File: src/rtl/pwm_capture.sv
// PWM period / high-time capture with an input synchronizer, a two-state
// measurement FSM and a valid/ready result register with overrun reporting.
module pwm_capture #(
  parameter  int MAX_COUNTER_VALUE = 255,
  parameter  int SYNC_STAGES       = 2,
  localparam int COUNTER_BITS      = $clog2(MAX_COUNTER_VALUE + 1)
) (
  input  logic                    clock,
  input  logic                    reset_n,
  input  logic                    enable,
  input  logic                    signal_in,
  input  logic                    capture_ready,
  output logic [COUNTER_BITS-1:0] period_value,
  output logic [COUNTER_BITS-1:0] high_value,
  output logic                    capture_valid,
  output logic                    timeout,
  output logic                    overrun
);

  localparam logic [COUNTER_BITS-1:0] COUNT_MAX = COUNTER_BITS'(MAX_COUNTER_VALUE);
  localparam logic [COUNTER_BITS-1:0] COUNT_ONE = COUNTER_BITS'(1);

  typedef enum logic {IDLE, MEASURE} state_t;

  logic [SYNC_STAGES-1:0]  sync_reg;
  logic                    prev_reg;
  logic                    sync_level;
  logic                    rise;
  logic                    fall;
  state_t                  state_reg;
  logic [COUNTER_BITS-1:0] counter_reg;
  logic [COUNTER_BITS-1:0] high_count_reg;
  logic                    res_valid_reg;
  logic [COUNTER_BITS-1:0] res_period_reg;
  logic [COUNTER_BITS-1:0] res_high_reg;

  // Synchronizer keeps running regardless of enable.
  always_ff @(posedge clock) begin
    if (!reset_n) begin
      sync_reg <= '0;
      prev_reg <= 1'b0;
    end else begin
      sync_reg <= {sync_reg[SYNC_STAGES-2:0], signal_in};
      prev_reg <= sync_reg[SYNC_STAGES-1];
    end
  end

  assign sync_level = sync_reg[SYNC_STAGES-1];
  assign rise       = sync_level & ~prev_reg;
  assign fall       = ~sync_level & prev_reg;

  // Measurement FSM; a result is a one-cycle strobe into the output stage.
  always_ff @(posedge clock) begin
    if (!reset_n) begin
      state_reg      <= IDLE;
      counter_reg    <= '0;
      high_count_reg <= '0;
      res_valid_reg  <= 1'b0;
      res_period_reg <= '0;
      res_high_reg   <= '0;
      timeout        <= 1'b0;
    end else begin
      res_valid_reg <= 1'b0;
      timeout       <= 1'b0;
      if (!enable) begin
        state_reg      <= IDLE;
        counter_reg    <= '0;
        high_count_reg <= '0;
      end else begin
        case (state_reg)
          IDLE: begin
            if (rise) begin
              state_reg   <= MEASURE;
              counter_reg <= COUNT_ONE;
            end
          end
          MEASURE: begin
            if (rise) begin
              res_valid_reg  <= 1'b1;
              res_period_reg <= counter_reg;
              res_high_reg   <= high_count_reg;
              counter_reg    <= COUNT_ONE;
            end else if (counter_reg == COUNT_MAX) begin
              // Saturated without a closing rise: give up rather than wrap.
              timeout        <= 1'b1;
              state_reg      <= IDLE;
              counter_reg    <= '0;
              high_count_reg <= '0;
            end else begin
              counter_reg <= counter_reg + COUNT_ONE;
              if (fall) high_count_reg <= counter_reg;
            end
          end
          default: state_reg <= IDLE;
        endcase
      end
    end
  end

  // Result register: a held, unaccepted result wins over a newer one.
  always_ff @(posedge clock) begin
    if (!reset_n) begin
      period_value  <= '0;
      high_value    <= '0;
      capture_valid <= 1'b0;
      overrun       <= 1'b0;
    end else begin
      overrun <= 1'b0;
      if (res_valid_reg) begin
        if (!capture_valid || capture_ready) begin
          period_value  <= res_period_reg;
          high_value    <= res_high_reg;
          capture_valid <= 1'b1;
        end else begin
          overrun <= 1'b1;
        end
      end else if (capture_valid && capture_ready) begin
        capture_valid <= 1'b0;
      end
    end
  end

endmodule

File: config.mk
export PLATFORM = sky130hd
export DESIGN_NAME = pwm_capture
export DESIGN_NICKNAME = d
export VERILOG_FILES = /design/src/rtl/pwm_capture.sv
export SDC_FILE = /design/constraint.sdc
export NUM_CORES = 1
export LEC_CHECK = 0
export BUFFER_PORTS_ARGS = -buffer_cell sky130_fd_sc_hd__buf_2
export CAP_MARGIN = 5
export CORE_ASPECT_RATIO = 1.2
export CORE_MARGIN = 1
export CORE_UTILIZATION = 50
export DETAILED_ROUTE_END_ITERATION = 7
export MAX_ROUTING_LAYER = met4
export PLACE_DENSITY_LB_ADDON = 0.2
export REMOVE_ABC_BUFFERS = 1
export SYNTH_ARGS = -nofsm -noshare
export SYNTH_HDL_FRONTEND = slang
export SYNTH_SLANG_ARGS = --single-unit
File: constraint.sdc
create_clock -name clock -period 1.9 [get_ports clock]
set_input_delay 0.38 -clock clock [delete_from_list [all_inputs] [get_ports clock]]
set_output_delay 0.38 -clock clock [all_outputs]
set_load 0.005 [all_outputs]
==> results of run 1 <==
kinds of logic (layout without fill, tap and decap cells):
kind of cell | Yosys count | count (layout) | share of synthesized area, %
flip-flops | 56 | 56 | 52.09
XOR/XNOR | 2 | 2 | 0.8141
AND/OR/NAND/NOR | 103 | 103 | 22.27
buffers and inverters | 18 | 39 | 5.232
adder cells (fa/ha/maj) | 1 | 1 | 0.5813
AO/OA/AOI/OAI | 55 | 55 | 19.01
how the worst max path moves through the flow:
stage,start,end,slack [ps],cells past startpoint
2_1_floorplan,counter_reg[0],high_count_reg[0],450,4
3_3_place_gp,capture_ready,period_value[7],210,5
3_5_place_dp,capture_ready,period_value[7],160,5
4_1_cts,capture_valid,period_value[1],210,4
5_1_grt,counter_reg[1],high_count_reg[1],80,4
6_report,counter_reg[1],high_count_reg[1],220,4
through the flow:
stage,total power [mW],hold slack [ps],instance area (µm²)
final,1.900,274.1,2377
after floorplan,1.232,411.8,2043
after global routing,1.982,291.1,2377
after global placement,1.255,425.3,2278
after CTS,1.927,262.2,2375
after detailed placement,1.255,427.1,2278
area by class of cell:
type / count / area share (%)
Clock inverter: 2 / 0.5789
Timing Repair Buffer: 30 / 7.053
Inverter: 1 / 0.1579
Sequential cell: 56 / 47.16
Clock buffer: 6 / 3.474
Multi-Input combinational cell: 161 / 38.74
Tap cell: 54 / 2.842
repair_timing:
item                       CTS  global route
hold buffers                 0             0
setup endpoints to repair    0            13
resized for setup            0             1
where the power goes:
| group | leakage [nW] | internal, mW | switching [mW] |
|---|---|---|---|
| logic | 0.393 | 0.0202 | 0.0268 |
| clock network | 0.0516 | 0.299 | 0.375 |
| registers | 0.451 | 1.18 | 0.00348 |
layer usage:
metal	share of wire, %	routed length [µm]
met1	48	1751
met2	46	1680
met3	2.8	103
met4	2.6	95
met5	0	0
synth_stat cells:
cell type / instances / area share (%)
clkbuf_1: 8 / 1.4
inv_1: 1 / 0.17
a21o_2: 1 / 0.41
or3_1: 1 / 0.29
buf_2: 3 / 0.70
o21ai_0: 2 / 0.47
a22o_1: 8 / 3.3
a311oi_1: 3 / 1.2
nand2b_1: 2 / 0.58
nand2_1: 69 / 12
buf_6: 3 / 1.6
a21boi_0: 31 / 11
and4_4: 1 / 0.52
o21a_1: 1 / 0.35
nor4b_1: 1 / 0.41
nor2_1: 7 / 1.2
nand4b_1: 1 / 0.41
and2b_2: 1 / 0.41
nand3_1: 6 / 1.4
nand4_4: 1 / 0.99
and3_1: 2 / 0.58
and2_1: 4 / 1.2
and4bb_1: 1 / 0.58
buf_4: 2 / 0.70
a21boi_1: 1 / 0.35
a211oi_1: 1 / 0.35
dfxtp_1: 56 / 52
nor2b_1: 3 / 0.87
ha_1: 1 / 0.58
xor2_1: 2 / 0.81
buf_8: 1 / 0.70
nor3_1: 1 / 0.23
a21oi_1: 6 / 1.4
nand4_1: 2 / 0.58
a41oi_1: 1 / 0.41
==> flow_metrics.tcl, run 1 <==
set metrics [dict create \
    status "finished, final reports clean" \
    dp.cells 302 \
    clk_pin_slew_ps 90 \
    ioPinCount 24 \
    wirelength_um 3631 \
    crit_path_start_kind "flip-flop" \
    place_congestion 0.8698 \
    p_leak_nw 0.8963 \
    drt_iter0_drc 39 \
    top_usage_layer "met2" \
    crit_buf_inv 0 \
    multiInputGateArea_um2 920.9 \
    start_util_pct 53.33 \
    synth_area_um2 2152 \
    cts_buffer_depth 2 \
    syn_avg_cell_area_um2 9.158 \
    track_usage_pct 20.27 \
    layout_worst_path_cycle_share_pct 88.55 \
    cts_tree "done" \
    end_kind "flip-flop" \
    finalCoreUtilization_pct 58.91 \
    drv_slew 0 \
    grt_max_degree 26 \
    cts_setup_buffers 0 \
    ant_nets 0 \
    drc 0 \
    worstPathCellList "ha_1, nand4_4, and4bb_1, a22o_1" \
    min_path_type "input pin to flip-flop" \
    grt_use_met2_pct 31.42 \
    pre_cts_ws_ps 164.7 \
    rsz0062_at_grt "false" \
    layout_common_cells "nand2_1, dfxtp_1, a21boi_0" \
    drt-pass1-iter-count 4 \
    hold_viol_final 0 \
    cp.arrival_ps 1890 \
    slowest_delay_ps 520 \
    grt_pass1_vias 1501 \
    layout.cells.non_filler 310 \
    area_growth_syn_to_layout_pct 10.47 \
    holdPathEnd "sync_reg[0]" \
    grt_util_met1_pct 23.35 \
    h-tree-depth 2 \
    regArea_um2 1121 \
    cp_top_family "flip-flops" \
    r2r-start "counter_reg[1]" \
    vdd_ir_drop_max_uv 482.5 \
    regToRegSetupSlack_ps 220 \
    cts_sinks 56 \
    grt_util_met3_pct 5.458 \
    worst_pin_slew_ps 612.7 \
    cts_root_buf "clkbuf_8" \
    hp-start "signal_in" \
    ys_types 35 \
    clock_latency_ps 310 \
    fmax_mhz 594.4 \
    dp_hpwl_um 2486 \
    synth_cells 235 \
    drt-vias-per-instance 5.055 \
    n_antenna_cell 0 \
    via_count 1567 \
    fin_ws_ps 217.6 \
    powerDensity_nw_per_um2 799.4 \
    chipHeight_um 73.87 \
    wl_per_cell_um 11.71 \
    cts_buffers 5 \
    rr_worst_depth 4 \
    finalSetupViolCount 0 \
    final_common_cell "nand2_1" \
    fin_nets 261 \
    r2r-end "high_count_reg[1]" \
    timing.slew.headroom_pct 58.97 \
    setup_tns_ps 0 \
    grt_pass1_wl_um 6534 \
    dieArea_um2 4572 \
    path_max_fanout 9 \
    portBuffers 23 \
    yosysSeqAreaShare_pct 52.09 \
    drv_cap 0 \
    synth_seq_cells 56 \
    hold-path-cell-count 2 \
    overflow 0 \
    placementRows 25 \
    cp_slowest_cell "dfxtp_1" \
    critPathKind "flip-flop to flip-flop" \
    crit_required_ps 2100 \
    drive_gt1_share_pct 16.80 \
    fp.coreArea_um2 4035 \
    layout_min_cycle_time_ps 1682 \
    fill_cells 369 \
    antenna_found_initial 0 \
    yosys_warnings 0 \
    fin_worst_skew_ps 7.630 \
    die_x_um 61.89 \
]
Power figures use the tool's default switching activity.
==> run 2: changes to the inputs <==
Clock period 1.9 ns to 1.95 ns, I/O delays scaled along.
==> flow_metrics.tcl, run 2 (synthesis results as in run 1) <==
set metrics [dict create \
    multiInputGateArea_um2 920.9 \
    holdWs_ps 290.8 \
    hold_buffers 0 \
    regToRegSetupSlack_ps 280 \
    path_max_fanout 9 \
    cts_resized 0 \
    powerDensity_nw_per_um2 773.5 \
    drt_iter0_drc 43 \
    grt_pass1_wl_um 6527 \
    fin_nets 261 \
    rsz0062_at_grt "false" \
    fin_total_pwr_mw 1.837 \
    setup_tns_ps 0 \
    drc 0 \
    drive_gt1_share_pct 16.41 \
    vdd_ir_drop_max_uv 458.4 \
    layout_common_cells "nand2_1, dfxtp_1, a21boi_0" \
    start_util_pct 53.33 \
    cts_root_buf "clkbuf_8" \
    layout_min_cycle_time_ps 1673 \
    track_usage_pct 20.34 \
    regArea_um2 1121 \
    worstPathCellList "ha_1, nand4_4, and4bb_1, a22o_1" \
    dp.cells 302 \
    cts_sinks 56 \
    critPathKind "flip-flop to flip-flop" \
    grt_max_degree 26 \
    end_kind "flip-flop" \
    final_common_cell "nand2_1" \
    ant_nets 0 \
    dp_hpwl_um 2493 \
    ioPinCount 24 \
    layout.cells.non_filler 310 \
    finalSetupViolCount 0 \
    drv_slew 0 \
    fill_cells 391 \
    wirelength_um 3677 \
    cts_buffers 5 \
    layout_worst_path_cycle_share_pct 85.78 \
    drv_cap 0 \
    h-tree-depth 2 \
    portBuffers 23 \
    place_congestion 0.8699 \
    die_x_um 61.89 \
    cp_slowest_cell "dfxtp_1" \
    crit_required_ps 2150 \
    fin_worst_skew_ps 9.836 \
    p_leak_nw 0.8891 \
    chipHeight_um 73.87 \
    via_count 1587 \
    hold_viol_final 0 \
    overflow 0 \
    cts_buffer_depth 2 \
    grt_pass1_vias 1479 \
    status "finished, final reports clean" \
    fmax_mhz 597.8 \
    dieArea_um2 4572 \
    clk_pin_slew_ps 90 \
    clock_latency_ps 310 \
    drt-vias-per-instance 5.119 \
    cts_tree "done" \
    area_growth_syn_to_layout_pct 10.35 \
    min_path_type "input pin to flip-flop" \
    placementRows 25 \
    worst_pin_slew_ps 601.7 \
    cp.arrival_ps 1870 \
    crit_path_start_kind "flip-flop" \
    antenna_found_initial 0 \
    design_area_um2 2375 \
    fp.coreArea_um2 4035 \
    slowest_delay_ps 510 \
    timing.slew.headroom_pct 59.71 \
    postPlaceCellArea_um2 2278 \
    drt-pass1-iter-count 4 \
    n_antenna_cell 0 \
    cts_setup_buffers 0 \
    wl_per_cell_um 11.86 \
]
==> run 2: cell types whose count changed in the layout (fill, tap and decap cells not counted), sizes merged <==
cell      delta
inv          -1
clkinvlp     +1
clkbuf       +1
clkinv       -1
==> run 2: cell type report <==
class | instances | share of cell area, %
Clock buffer | 7 | 3.635
Tap cell | 54 | 2.845
Inverter | 1 | 0.1581
Clock inverter | 1 | 0.3161
Multi-Input combinational cell | 161 | 38.78
Timing Repair Buffer | 30 | 7.060
Sequential cell | 56 | 47.21
==> run 2: where the power goes <==
group	total (mW)	switching (mW)	internal (mW)	leakage, nW
sequential	1.15	0.00330	1.15	0.451
clock	0.641	0.352	0.289	0.0445
combinational	0.0461	0.0265	0.0197	0.393
total	1.84	0.382	1.45	0.889
==> run 2: path summary, 6_finish.rpt <==
| kind | cells past startpoint | end | startpoint |
|---|---|---|---|
| setup / recovery | 4 | high_count_reg[1] | counter_reg[1] |
| hold / removal | 2 | sync_reg[0] | signal_in |
| setup reg to reg | 4 | high_count_reg[1] | counter_reg[1] |
| hold reg to reg | 1 | sync_reg[1] | sync_reg[0] |
==> run 2: metrics by stage <==
stage,util [%],setup WS (ps)
floorplan,-,499.1
global placement,56.47,249.2
detailed placement,56.47,176.8
CTS,58.79,241.4
global route,58.85,165.1
finish,58.85,277.3
==> run 2: per-layer routing <==
metal  vias to the layer above  track usage, %  share of wire [%]
li1                        827               -                  -
met1                       723           24.64                 49
met2                        28           30.35                 46
met3                         9           5.282                3.1
met4                         0           11.11                2.3
met5                         -               -                  0
==> run 2: worst max-delay path, delay by kind of cell, from the launching register on <==
kind                       cells  cell delay (ps)
adders and majority gates      1              320
DFF                            1              510
and+or+nand+nor                2              510
AOI/OAI and AO/OA              1              210
